<file path="src/rtl/barrido_pkg.sv">
// ---------------------------------------------------------------------------
// barrido_pkg
// Shared types and constants for the exhaustive input-vector sequencer.
//   state_t    : sequencer states IDLE / RUN / FIN
//   SIG_W      : width of the response signature
//   MISR_TAPS  : feedback taps of the signature register (bits 15,13,12,10)
//   bin2gray   : binary to reflected-Gray conversion, 16 bits wide
// ---------------------------------------------------------------------------
package barrido_pkg;

   typedef enum logic [1:0] {
      IDLE = 2'd0,
      RUN  = 2'd1,
      FIN  = 2'd2
   } state_t;

   localparam int SIG_W = 16;

   localparam logic [SIG_W-1:0] MISR_TAPS = 16'hB400;

   // Adjacent Gray codes differ in one bit, so the unit under test sees
   // exactly one input toggle per step in Gray mode.
   function automatic logic [SIG_W-1:0] bin2gray(input logic [SIG_W-1:0] b);
      return b ^ (b >> 1);
   endfunction

endpackage

</file>
<file path="src/rtl/barrido_entradas_misr16.sv">
// ---------------------------------------------------------------------------
// misr16
// 16-bit multiple-input signature register used to compact the sampled
// responses of a sweep into one word.
// Ports:
//   clk  in   system clock, rising edge
//   rst  in   synchronous active-high reset, clears q
//   clr  in   clears q (a new sweep is starting)
//   en   in   shift in din on this edge
//   din  in   16-bit response word
//   q    out  current signature
// ---------------------------------------------------------------------------
module misr16
   import barrido_pkg::*;
(
   input  logic              clk,
   input  logic              rst,
   input  logic              clr,
   input  logic              en,
   input  logic [SIG_W-1:0]  din,
   output logic [SIG_W-1:0]  q
);

   // Shift left, feed the XOR of the tapped bits into bit 0, then fold in
   // the new response. Clearing wins over shifting because a new sweep
   // must always start from a zero signature.
   always_ff @(posedge clk) begin
      if (rst) begin
         q <= '0;
      end else if (clr) begin
         q <= '0;
      end else if (en) begin
         q <= {q[SIG_W-2:0], ^(q & MISR_TAPS)} ^ din;
      end
   end

endmodule

</file>
<file path="src/rtl/barrido_entradas.sv">
// ---------------------------------------------------------------------------
// barrido_entradas
// Exhaustive input-vector sequencer. On start it walks all 2^N_IN input
// combinations in binary or Gray order, holds each vector for d_lat cycles
// and flags the last hold cycle with sample. A one-cycle done pulse follows
// a completed (non-looping) sweep.
//
// Build option: define BARRIDO_SIG_EN to compact the sampled responses into
// a 16-bit MISR signature on sig; otherwise sig is tied to 0.
//
// Ports:
//   clk      in   system clock, rising edge
//   rst      in   synchronous active-high reset
//   start    in   begin a sweep (only honoured in IDLE)
//   abort    in   end a sweep immediately, no done
//   mode     in   0 = binary order, 1 = Gray order (latched at start)
//   loop_en  in   wrap to index 0 after the last vector (live)
//   dwell    in   cycles per vector, 0 behaves as 1 (latched at start)
//   resp     in   response of the unit under test
//   vec      out  current stimulus vector (registered)
//   busy     out  high while sweeping
//   sample   out  high on the last hold cycle of each vector
//   done     out  one-cycle pulse after a completed sweep
//   sig      out  response signature
// ---------------------------------------------------------------------------
module barrido_entradas
   import barrido_pkg::*;
#(
   parameter int N_IN    = 3,
   parameter int N_OUT   = 2,
   parameter int DWELL_W = 8
) (
   input  logic               clk,
   input  logic               rst,
   input  logic               start,
   input  logic               abort,
   input  logic               mode,
   input  logic               loop_en,
   input  logic [DWELL_W-1:0] dwell,
   input  logic [N_OUT-1:0]   resp,
   output logic [N_IN-1:0]    vec,
   output logic               busy,
   output logic               sample,
   output logic               done,
   output logic [SIG_W-1:0]   sig
);

   state_t               state_q, state_d;
   logic [N_IN-1:0]      idx_q, idx_d;
   logic [DWELL_W-1:0]   hold_q, hold_d;
   logic [DWELL_W-1:0]   d_lat_q, d_lat_d;
   logic                 m_lat_q, m_lat_d;
   logic [N_IN-1:0]      vec_q, vec_d;
   logic [N_IN-1:0]      idx_inc;
   logic                 at_last_hold;
   logic                 start_ok;

   assign idx_inc      = idx_q + N_IN'(1);
   assign at_last_hold = (state_q == RUN) && (hold_q == d_lat_q - DWELL_W'(1));
   assign start_ok     = (state_q == IDLE) && start && !abort;

   // State register: every piece of sequencer state moves together on the
   // clock edge. d_lat resets to 1 so the hold compare is never against -1.
   always_ff @(posedge clk) begin
      if (rst) begin
         state_q <= IDLE;
         idx_q   <= '0;
         hold_q  <= '0;
         d_lat_q <= DWELL_W'(1);
         m_lat_q <= 1'b0;
         vec_q   <= '0;
      end else begin
         state_q <= state_d;
         idx_q   <= idx_d;
         hold_q  <= hold_d;
         d_lat_q <= d_lat_d;
         m_lat_q <= m_lat_d;
         vec_q   <= vec_d;
      end
   end

   // Next-state logic. vec is computed here from the index it will hold
   // next, so the registered vector is valid from the first RUN cycle.
   // Abort is applied last so it overrides any step taken above it.
   always_comb begin
      state_d = state_q;
      idx_d   = idx_q;
      hold_d  = hold_q;
      d_lat_d = d_lat_q;
      m_lat_d = m_lat_q;
      vec_d   = vec_q;
      case (state_q)
         IDLE: begin
            vec_d = '0;
            if (start_ok) begin
               state_d = RUN;
               idx_d   = '0;
               hold_d  = '0;
               d_lat_d = (dwell == '0) ? DWELL_W'(1) : dwell;
               m_lat_d = mode;
            end
         end
         RUN: begin
            if (at_last_hold) begin
               hold_d = '0;
               idx_d  = idx_inc;
               if ((idx_q == {N_IN{1'b1}}) && !loop_en) begin
                  state_d = FIN;
                  vec_d   = '0;
               end else if (m_lat_q) begin
                  vec_d = N_IN'(bin2gray(SIG_W'(idx_inc)));
               end else begin
                  vec_d = idx_inc;
               end
            end else begin
               hold_d = hold_q + DWELL_W'(1);
            end
         end
         FIN: begin
            state_d = IDLE;
            vec_d   = '0;
         end
         default: begin
            state_d = IDLE;
            vec_d   = '0;
         end
      endcase
      if (abort) begin
         state_d = IDLE;
         idx_d   = '0;
         hold_d  = '0;
         vec_d   = '0;
      end
   end

   // Output decode: status flags come straight from the current state so
   // they are all low in IDLE without extra gating.
   always_comb begin
      vec    = vec_q;
      busy   = 1'b0;
      sample = 1'b0;
      done   = 1'b0;
      case (state_q)
         RUN: begin
            busy   = 1'b1;
            sample = at_last_hold;
         end
         FIN: begin
            done = 1'b1;
         end
         default: begin
            busy = 1'b0;
         end
      endcase
   end

`ifdef BARRIDO_SIG_EN
   // A sample edge that coincides with abort is not folded in, since abort
   // cancels whatever the sweep was about to do on that edge.
   misr16 u_misr (
      .clk (clk),
      .rst (rst),
      .clr (start_ok),
      .en  (at_last_hold && !abort),
      .din (SIG_W'(resp)),
      .q   (sig)
   );
`else
   logic unused_resp;
   assign unused_resp = ^resp;
   assign sig = '0;
`endif

endmodule

</file>
<file path="config.mk">
export PLATFORM = sky130hd
export DESIGN_NAME = barrido_entradas
export DESIGN_NICKNAME = d
export VERILOG_FILES = /design/src/rtl/barrido_pkg.sv /design/src/rtl/barrido_entradas_misr16.sv /design/src/rtl/barrido_entradas.sv
export SDC_FILE = /design/constraint.sdc
export NUM_CORES = 1
export LEC_CHECK = 0
export ABC_AREA = 1
export CAP_MARGIN = 20
export CORE_ASPECT_RATIO = 0.9
export CORE_MARGIN = 2
export CORE_UTILIZATION = 50
export DETAILED_ROUTE_END_ITERATION = 12
export HOLD_SLACK_MARGIN = 0.12
export PLACE_DENSITY_LB_ADDON = 0.3
export SYNTH_ARGS = -nofsm -noshare
export SYNTH_HDL_FRONTEND = slang
export SYNTH_SLANG_ARGS = --single-unit
</file>
<file path="constraint.sdc">
create_clock -name clk -period 2 [get_ports clk]
set_input_delay 0.2 -clock clk [delete_from_list [all_inputs] [get_ports clk]]
set_output_delay 0.2 -clock clk [all_outputs]
set_load 0.05 [all_outputs]
</file>
==> summary.txt <==
peak supply drop -> 0.417 mV
Max Fclk -> 0.470 GHz
WL/cell -> 11.4 um
dominant cell type by area after synthesis -> dfxtp_1
Pleak -> 0.000947 uW
Detail Placement HPWL -> 3010 um
flop-to-flop setup slack -> 0.07 ns
startpoint types -> flop
crit path kind -> flop to output pin
register area -> 503 sq um
post-synthesis sequential area ratio -> 28.4%
Inserted Clock Buffers -> 3
critical path peak fanout -> 5
gr usage total -> 20.9%
Synth area leaders -> dfxtp_1 28%, nand2_1 13%, inv_1 7.9%
critical path required time -> 1.80 ns
initial antenna violation count -> 0
Top Ports -> 38
Final Max Slew Viols -> 0
pin count of the biggest net entering global routing -> 17
fill cell count -> 340
Ant. Diodes -> 0
DRT Pass-1 Iters -> 4
Worst Hold Margin -> 0.478 ns
CTS tree -> built
initial core utilization -> 52.1%
total clock sinks -> 25
Power, Total -> 1170 uW
P_sw -> 410 uW
Worst-path clk slew -> 0.09 ns
Crit. End Element -> output pin
Hold Crit Class -> flop to flop
global-route wire length before repair -> 6380 um
Final Hold Viols -> 0
die area -> 4010 sq um
outcome -> finished, violations left
final worst setup slack -> -0.126 ns
Arrival @ worst endpoint -> 1.93 ns
area occupied by multi-input gates -> 1070 sq um
final setup fails -> 1
Comb power frac -> 28.7%
total grt overflow -> 0
Die X-Extent -> 66.6 um
Routed Antenna Nets -> 0
RD Place Congestion -> 0.869
P_int -> 761 uW
synth warn -> 0
initial detailed-routing violation count -> 101
Mean Syn Cell Area -> 6.62 sq um
Tcrit/Tclk final -> 106%
failing checks -> setup timing
Clock Skews -> 0.00450 ns
top cell type's share of synthesized area -> 28.4%
Setup WS pre-CTS -> 0.0790 ns
RSZ-0062 raised after global routing -> yes
sequential share of power -> 45.1%
Pwr per Cell Area -> 561 nW/um^2
Mapped Area -> 1760 sq um
Yosys cell types -> 31
Clock Path Buffers -> 2
fin util -> 61.8%
Final nets -> 315
worst skew pair latency -> 0.27 ns
die height -> 60.3 um
via count -> 1639
Root Driver -> clkbuf_8
Row Count -> 20
routed vias/inst -> 4.85
sw frac -> 35.0%
Buffers on Ports -> 19
core area -> 3380 sq um
share of layout cells above drive strength 1 -> 15.0%
clock power share -> 26.2%
max_cap viols -> 0
synthesized instance count -> 266
Final min period -> 2.13 ns
Seq cells post-synth -> 25
H-Tree Depth -> 1
Area growth syn-to-layout -> 18.5%
vias in the first global route -> 1454
# DRC -> 0
Total Wirelength -> 3840 um
-- cell type report --
type / instances / share of cell area, %
Multi-Input combinational cell: 198 / 51.2
Sequential cell: 25 / 24.1
Timing Repair Buffer: 26 / 12.0
Inverter: 41 / 7.85
Tap cell: 44 / 2.64
Clock buffer: 3 / 1.98
Clock inverter: 1 / 0.240
-- stage by stage --
step	std cells	cell area, sq um	TNS [ns]
3_3_place_gp	331	1980	0
2_1_floorplan	281	1820	0
5_1_grt	338	2090	-0.803
4_1_cts	337	2060	-0.172
3_5_place_dp	331	1980	0
6_report	338	2090	-0.126
-- power by group through the flow --
stage / registers, uW / clock network [uW] / logic (uW)
after detailed placement: 537 / 0 / 316
after global routing: 529 / 338 / 371
after CTS: 526 / 317 / 327
after floorplan: 535 / 0 / 266
final: 527 / 307 / 336
after global placement: 537 / 0 / 312
-- synth_stat cells (all sizes together) --
cell type / number
conb: 1
o21ai: 15
a21oi: 15
nor4: 1
ha: 4
nand2: 64
nor2: 39
xor2: 6
nand3b: 2
xnor3: 1
clkinv: 1
o21bai: 2
o211ai: 1
inv: 40
buf: 16
nor3: 3
dfxtp: 25
xnor2: 1
nand4: 4
clkbuf: 1
nand3: 24
-- logic make-up (layout without fill, tap and decap cells) --
group	count (synthesis)	in the layout	synth area share, %
AOI/OAI and AO/OA	33	33	10.0
DFF	25	25	28.4
adders and majority gates	4	4	2.84
other	1	16	0.213
buffers and inverters	58	71	16.0
xor gates and xnor gates	8	8	4.76
and+or+nand+nor	137	137	37.8
-- per-layer routing --
layer	routed length (um)	track usage (%)	up-vias
li1	-	-	868
met1	1830	29.1	739
met2	1790	34.3	30
met3	205	4.71	2
met4	16	2.62	0
met5	0	0	-
-- critical path: stages (launching register included) --
cell,delay (ns)
dfxtp_1,0.35
nor2_1,0.16
nand2_1,0.11
o21ai_0,0.26
nand3_1,0.12
nand2_1,0.27
nand3_4,0.13
clkinvlp_4,0.12
buf_12,0.14
-- state kept, by name (all words and copies together), names as in the netlist --
| name | flops |
|---|---|
| hold_q | 8 |
| idx_q | 3 |
| state_q | 2 |
| d_lat_q | 8 |
| vec | 3 |
| m_lat_q | 1 |
-- layout by cell type, fill, tap and decap left out, types with 2 or more instances in the layout --
master and count:
a21oi_1 13, a21oi_2 2, buf_4 8, clkbuf_8 3, clkdlybuf4s50_1 17, clkinv_2 2
conb_1 16, dfxtp_1 23, dfxtp_2 2, ha_1 3, inv_1 34, inv_2 3
inv_4 2, nand2_1 60, nand2_4 2, nand3_1 21, nand3_2 2, nand3b_1 2
nand4_1 3, nor2_1 28, nor2_2 8, nor2_4 2, nor3_1 3, o21ai_0 15
o21bai_1 2, xor2_1 6
-- timing repair --
action / in CTS / in global routing
setup endpoints to repair: 1 / 13
hold buffers: 0 / 0
gates resized for setup: 4 / 5
pin swaps: 3 / 4
gates cloned: 0 / 0
buffers inserted: 2 / 1
-- final timing paths --
kind | from | end | depth (start not counted)
setup / recovery | d_lat_q[2] | sample | 8
hold / removal | vec[2] | vec[2] | 2
setup reg to reg | d_lat_q[1] | idx_q[0] | 16
hold reg to reg | vec[2] | vec[2] | 2
Power figures use the tool's default switching activity.
